**src/rtl/pipe_merge_arbiter.sv**
```systemverilog
// Merges two pipeline result streams through per-source skid FIFOs onto one sink.
// Round-robin arbitration with grant lock while the sink stalls; optional GLOBAL_STALL_EN ties both stalls together.
module pipe_merge_arbiter #(
  parameter int DATA_W     = 32,
  parameter int FIFO_DEPTH = 4,
  parameter int SKID       = 2
) (
  input  logic              clk,
  input  logic              reset,
  input  logic              p1_valid,
  input  logic [DATA_W-1:0] p1_data,
  input  logic              p2_valid,
  input  logic [DATA_W-1:0] p2_data,
  input  logic              flush_1,
  input  logic              flush_2,
  input  logic              out_ready,
  output logic              out_valid,
  output logic [DATA_W-1:0] out_data,
  output logic              out_src,
  output logic              stall_1,
  output logic              stall_2,
  output logic [1:0]        overflow
);

  localparam int AW = $clog2(FIFO_DEPTH);
  localparam int CW = AW + 1;

  typedef enum logic {
    ARB_OPEN = 1'b0,
    ARB_HOLD = 1'b1
  } arb_state_t;

  logic [DATA_W-1:0] r_mem [2][FIFO_DEPTH];
  logic [AW-1:0]     r_wp  [2];
  logic [AW-1:0]     r_rp  [2];
  logic [CW-1:0]     r_cnt [2];
  logic [1:0]        r_ovf;
  logic              r_stall_1;
  logic              r_stall_2;
  arb_state_t        r_state;
  arb_state_t        w_state_nxt;
  logic              r_lock_src;
  logic              r_last_grant;

  logic [1:0]        w_push;
  logic [1:0]        w_flush;
  logic [DATA_W-1:0] w_in_data [2];
  logic [1:0]        w_ne;
  logic [1:0]        w_full;
  logic [1:0]        w_pop;
  logic [1:0]        w_push_ok;
  logic [CW-1:0]     w_cnt_nxt [2];
  logic [1:0]        w_stall_lane;
  logic              w_grant;
  logic              w_valid;
  logic              w_xfer;

  assign w_push       = {p2_valid, p1_valid};
  assign w_flush      = {flush_2, flush_1};
  assign w_in_data[0] = p1_data;
  assign w_in_data[1] = p2_data;

  always_comb begin
    for (int i = 0; i < 2; i++) begin
      w_ne[i]   = (r_cnt[i] != '0);
      w_full[i] = (r_cnt[i] == CW'(FIFO_DEPTH));
    end
  end

  // Grant: held source while locked, otherwise alternate when both have data.
  always_comb begin
    w_grant = 1'b0;
    if (r_state == ARB_HOLD) begin
      w_grant = r_lock_src;
    end else if (w_ne[0] && w_ne[1]) begin
      w_grant = ~r_last_grant;
    end else begin
      w_grant = w_ne[1] & ~w_ne[0];
    end
  end

  assign w_valid = w_ne[0] | w_ne[1];
  assign w_xfer  = w_valid & out_ready;

  always_comb begin
    w_pop[0] = w_xfer & (w_grant == 1'b0);
    w_pop[1] = w_xfer & (w_grant == 1'b1);
  end

  // A flush of the offered lane is the only event allowed to break the lock.
  always_comb begin
    w_state_nxt = ARB_OPEN;
    if (w_valid && !out_ready && !w_flush[w_grant]) begin
      w_state_nxt = ARB_HOLD;
    end
  end

  always_comb begin
    for (int i = 0; i < 2; i++) begin
      w_push_ok[i] = w_push[i] & ~w_flush[i] & (~w_full[i] | w_pop[i]);
      if (w_flush[i]) begin
        w_cnt_nxt[i] = '0;
      end else begin
        w_cnt_nxt[i] = r_cnt[i] + CW'(w_push_ok[i]) - CW'(w_pop[i]);
      end
      w_stall_lane[i] = ((CW'(FIFO_DEPTH) - w_cnt_nxt[i]) <= CW'(SKID));
    end
  end

  always_ff @(posedge clk) begin
    for (int i = 0; i < 2; i++) begin
      if (w_push_ok[i]) begin
        r_mem[i][r_wp[i]] <= w_in_data[i];
      end
    end
  end

  always_ff @(posedge clk or negedge reset) begin
    if (!reset) begin
      for (int i = 0; i < 2; i++) begin
        r_wp[i]  <= '0;
        r_rp[i]  <= '0;
        r_cnt[i] <= '0;
      end
      r_ovf <= 2'b00;
    end else begin
      for (int i = 0; i < 2; i++) begin
        if (w_flush[i]) begin
          r_wp[i] <= '0;
          r_rp[i] <= '0;
        end else begin
          if (w_push_ok[i]) r_wp[i] <= r_wp[i] + 1'b1;
          if (w_pop[i])     r_rp[i] <= r_rp[i] + 1'b1;
        end
        r_cnt[i] <= w_cnt_nxt[i];
        if (w_push[i] && !w_flush[i] && w_full[i] && !w_pop[i]) begin
          r_ovf[i] <= 1'b1;
        end
      end
    end
  end

  always_ff @(posedge clk or negedge reset) begin
    if (!reset) begin
      r_state      <= ARB_OPEN;
      r_lock_src   <= 1'b0;
      r_last_grant <= 1'b1;
    end else begin
      r_state <= w_state_nxt;
      if (w_state_nxt == ARB_HOLD) r_lock_src   <= w_grant;
      if (w_xfer)                  r_last_grant <= w_grant;
    end
  end

  always_ff @(posedge clk or negedge reset) begin
    if (!reset) begin
      r_stall_1 <= 1'b0;
      r_stall_2 <= 1'b0;
    end else begin
`ifdef GLOBAL_STALL_EN
      r_stall_1 <= w_stall_lane[0] | w_stall_lane[1];
      r_stall_2 <= w_stall_lane[0] | w_stall_lane[1];
`else
      r_stall_1 <= w_stall_lane[0];
      r_stall_2 <= w_stall_lane[1];
`endif
    end
  end

  assign out_valid = w_valid;
  assign out_src   = w_grant;
  assign out_data  = w_valid ? r_mem[w_grant][r_rp[w_grant]] : '0;
  assign stall_1   = r_stall_1;
  assign stall_2   = r_stall_2;
  assign overflow  = r_ovf;

endmodule

```
**config.mk**
```make
export PLATFORM = sky130hd
export DESIGN_NAME = pipe_merge_arbiter
export DESIGN_NICKNAME = d
export VERILOG_FILES = /design/src/rtl/pipe_merge_arbiter.sv
export SDC_FILE = /design/constraint.sdc
export NUM_CORES = 1
export LEC_CHECK = 0
export CAP_MARGIN = 5
export CORE_AREA = 10 10 188 190
export DETAILED_ROUTE_END_ITERATION = 16
export DIE_AREA = 0 0 198 200
export DONT_BUFFER_PORTS = 1
export SETUP_SLACK_MARGIN = 0.3
export SLEW_MARGIN = 20
export SYNTH_ARGS = -nofsm -noshare
export SYNTH_HDL_FRONTEND = slang
export SYNTH_SLANG_ARGS = --single-unit
```
**constraint.sdc**
```tcl
create_clock -name clk -period 4.9 [get_ports clk]
set_clock_uncertainty 0.1 [all_clocks]
set_input_delay 0.735 -clock clk [delete_from_list [all_inputs] [get_ports clk]]
set_output_delay 0.735 -clock clk [all_outputs]
set_load 0.1 [all_outputs]
```
==> results.json <==
{
  "diodes": 0,
  "ys_seq_area_share_pct": 74.9,
  "initial_core_util_pct": 34.9,
  "slew_viol_final": 0,
  "dr.pass1.iters": 4,
  "layoutNonFillerInstCount": 1048,
  "ioPinCount": 109,
  "fillers": 2810,
  "min_path_type": "input port to async pin",
  "drive_gt1_share_pct": 30.0,
  "relSlewSlack_pct": 32.4,
  "min_period_over_period_pct": 78.9,
  "drt_iter0_markers": 283,
  "num_rows": 65,
  "setup_viol": 0,
  "htree_levels": 1,
  "tightest_slew_ns": 1.01,
  "ant_nets": 0,
  "dp.cells": 995,
  "syn2layout_area_growth_pct": 15.6,
  "antenna_found_initial": 0,
  "syn_area_per_cell_um2": 18.9,
  "rsz0062_at_grt": "false",
  "synth-seq-cells": 277,
  "clock_path_buffers": 3,
  "maxCapViolCount": 0,
  "overflow": 0,
  "cts_sinks": 277,
  "final_nets": 714,
  "synthCells": 579,
  "end_kind": "output port",
  "grt_pass1_wl_um": 36100,
  "ys_types": 34,
  "track_usage_pct": 12.2,
  "tritoncts": "built",
  "grt_pass1_vias": 5864,
  "synth_edf_count": 256,
  "core_um2": 31400,
  "critPathMaxFanout": 39,
  "portBuffers": 0,
  "totalWireLength_um": 24000,
  "numCtsBuffers": 29,
  "setup_tns_ns": 0,
  "critPathKind": "flop to output port",
  "min_period_ns": 3.87,
  "netlist_area_um2": 11000,
  "yosys_warnings": 0,
  "fp.dieH_um": 200,
  "clkLatencyLatePin_ns": 0.54,
  "hold_viol_final": 0,
  "synthArstFlopShare_pct": 7.58,
  "cts_root_buffer": "clkbuf_16",
  "dieArea_um2": 39600,
  "crit_path_start_kind": "flop",
  "synth_flop_cell": "edfxtp_1",
  "syn_nets": 668,
  "vias_per_cell": 4.99,
  "clock.fmax_mhz": 259,
  "status": "completed",
  "arrival_ns": 3.03,
  "vias": 5233,
  "grt_start_max_net_pins": 40,
  "path_clk_slew_ns": 0.06,
  "remaining_drc_errors": 0,
  "wl_per_cell_um": 22.9,
  "worstPathRequired_ns": 4.07,
  "hpwl_um": 15800,
  "place_congestion": 0.760,
  "dieWidth_um": 198,
  "ctsResizeCount": 0
}
[registers in the layout (all words and copies together), names as in the netlist]
signal	cells
r_lock_src	1
r_rp	4
r_last_grant	1
overflow	2
r_cnt	6
r_mem	256
r_state	1
stall_1	1
stall_2	1
r_wp	4
[layout make-up]
cell class / instances / area [um^2] / share of cell area [%]
flip-flops and latches: 277 / 8220 / 64.8
clock buffers: 39 / 793 / 6.26
well taps: 402 / 503 / 3.97
clock inverters: 13 / 70.1 / 0.553
multi-input cells: 253 / 2690 / 21.2
repair buffers: 45 / 335 / 2.65
inverters: 19 / 71.3 / 0.563
[per-stage QoR]
step	setup WS, ns	area (um^2)	utilization, %	hold slack, ns
detailed placement	1.06	11800	37.6	0.340
floorplan	0.758	11000	-	0.339
finish	1.03	12700	40.4	0.0457
CTS	1.04	12700	40.4	0.126
global route	0.752	12700	40.4	0.0753
global placement	1.20	11800	37.6	0.340
[path summary, 6_finish.rpt]
check	start	to	slack, ns	cells past startpoint
min in group clk	flush_1	r_rp[2]$_DFFE_PN0P_	0.15	1
min reg2reg	r_last_grant$_DFFE_PN1N_	r_last_grant$_DFFE_PN1N_	0.41	1
min	reset	stall_2$_DFF_PN0_	0.05	1
max	r_cnt[4]$_DFF_PN0_	out_data[27]	1.03	7
max in group asynchronous	reset	r_rp[0]$_DFFE_PN0P_	4.28	1
max reg2reg	r_cnt[4]$_DFF_PN0_	stall_1$_DFF_PN0_	1.07	15
[synth_stat cells, types with 3 or more instances]
library cell  number  share of area, %
xnor2_1            3              0.24
inv_1             18              0.62
mux4_2            64                13
ha_1              16               1.8
dfrtp_1           20               4.6
o31ai_1            3              0.21
nor3_1             5              0.23
buf_2             11              0.50
nor2_1            16              0.55
nand2b_1           5              0.29
and2_1            11              0.63
nand2_1           69               2.4
xor2_1             5              0.40
a21oi_1           34               1.6
edfxtp_1         256                70
clkbuf_1          19              0.65
[layer usage]
| layer | wire [um] | global-route usage (%) | vias to the layer above |
|---|---|---|---|
| met2 | 11900 | 20.8 | 143 |
| met5 | 0 | 0 | - |
| li1 | - | - | 2342 |
| met3 | 2370 | 5.14 | 35 |
| met1 | 9390 | 14.0 | 2713 |
| met4 | 374 | 2.45 | 0 |
[cells in the final DEF, fill, tap and decap left out, types with 2 or more instances in the layout]
| cell type | Yosys | final |
|---|---|---|
| clkinv_2 | 0 | 4 |
| and2_2 | 0 | 5 |
| clkinv_1 | 0 | 5 |
| clkbuf_8 | 0 | 3 |
| and2_1 | 11 | 6 |
| xor2_1 | 5 | 5 |
| edfxtp_1 | 256 | 256 |
| dfrtp_2 | 0 | 2 |
| clkinvlp_4 | 0 | 3 |
| clkbuf_16 | 0 | 29 |
| ha_1 | 16 | 16 |
| a21oi_2 | 0 | 32 |
| fa_1 | 2 | 2 |
| nand2b_1 | 5 | 5 |
| o31ai_1 | 3 | 3 |
| dfrtp_1 | 20 | 18 |
| o21ai_0 | 2 | 2 |
| o21bai_1 | 2 | 2 |
| a21oi_1 | 34 | 2 |
| mux2_1 | 2 | 2 |
| inv_1 | 18 | 18 |
| clkbuf_1 | 19 | 7 |
| buf_4 | 0 | 44 |
| xnor2_1 | 3 | 3 |
| nand4_1 | 2 | 2 |
| nor3_1 | 5 | 5 |
| nor2_1 | 16 | 16 |
| mux4_2 | 64 | 64 |
| nand2_1 | 69 | 69 |
[worst max-delay path, cell delays in order, from the launching register on]
cell      delay, ns
dfrtp_1        0.44
o31ai_1        0.51
o211ai_4       0.11
inv_2          0.08
buf_4          0.58
nand2_1        0.17
a21oi_2        0.25
buf_4          0.33
[cells by family (layout without fill, tap and decap cells)]
family | count (synthesis) | in the layout | synth area share [%]
simple gates | 113 | 113 | 4.47
buf+inv | 49 | 116 | 1.80
mux | 67 | 67 | 13.5
fa+ha+maj | 18 | 18 | 2.19
xor+xnor | 8 | 8 | 0.639
compound gates | 47 | 47 | 2.50
flops | 277 | 277 | 74.9
[repair_timing]
action,in CTS,in global routing
buffers inserted,0,0
endpoints found under the hold margin,21,0
hold buffers,1,0
Power is left out: the tool's default activity adds up to more than one toggle a clock period on the data nets, which glitch-free logic cannot reach.
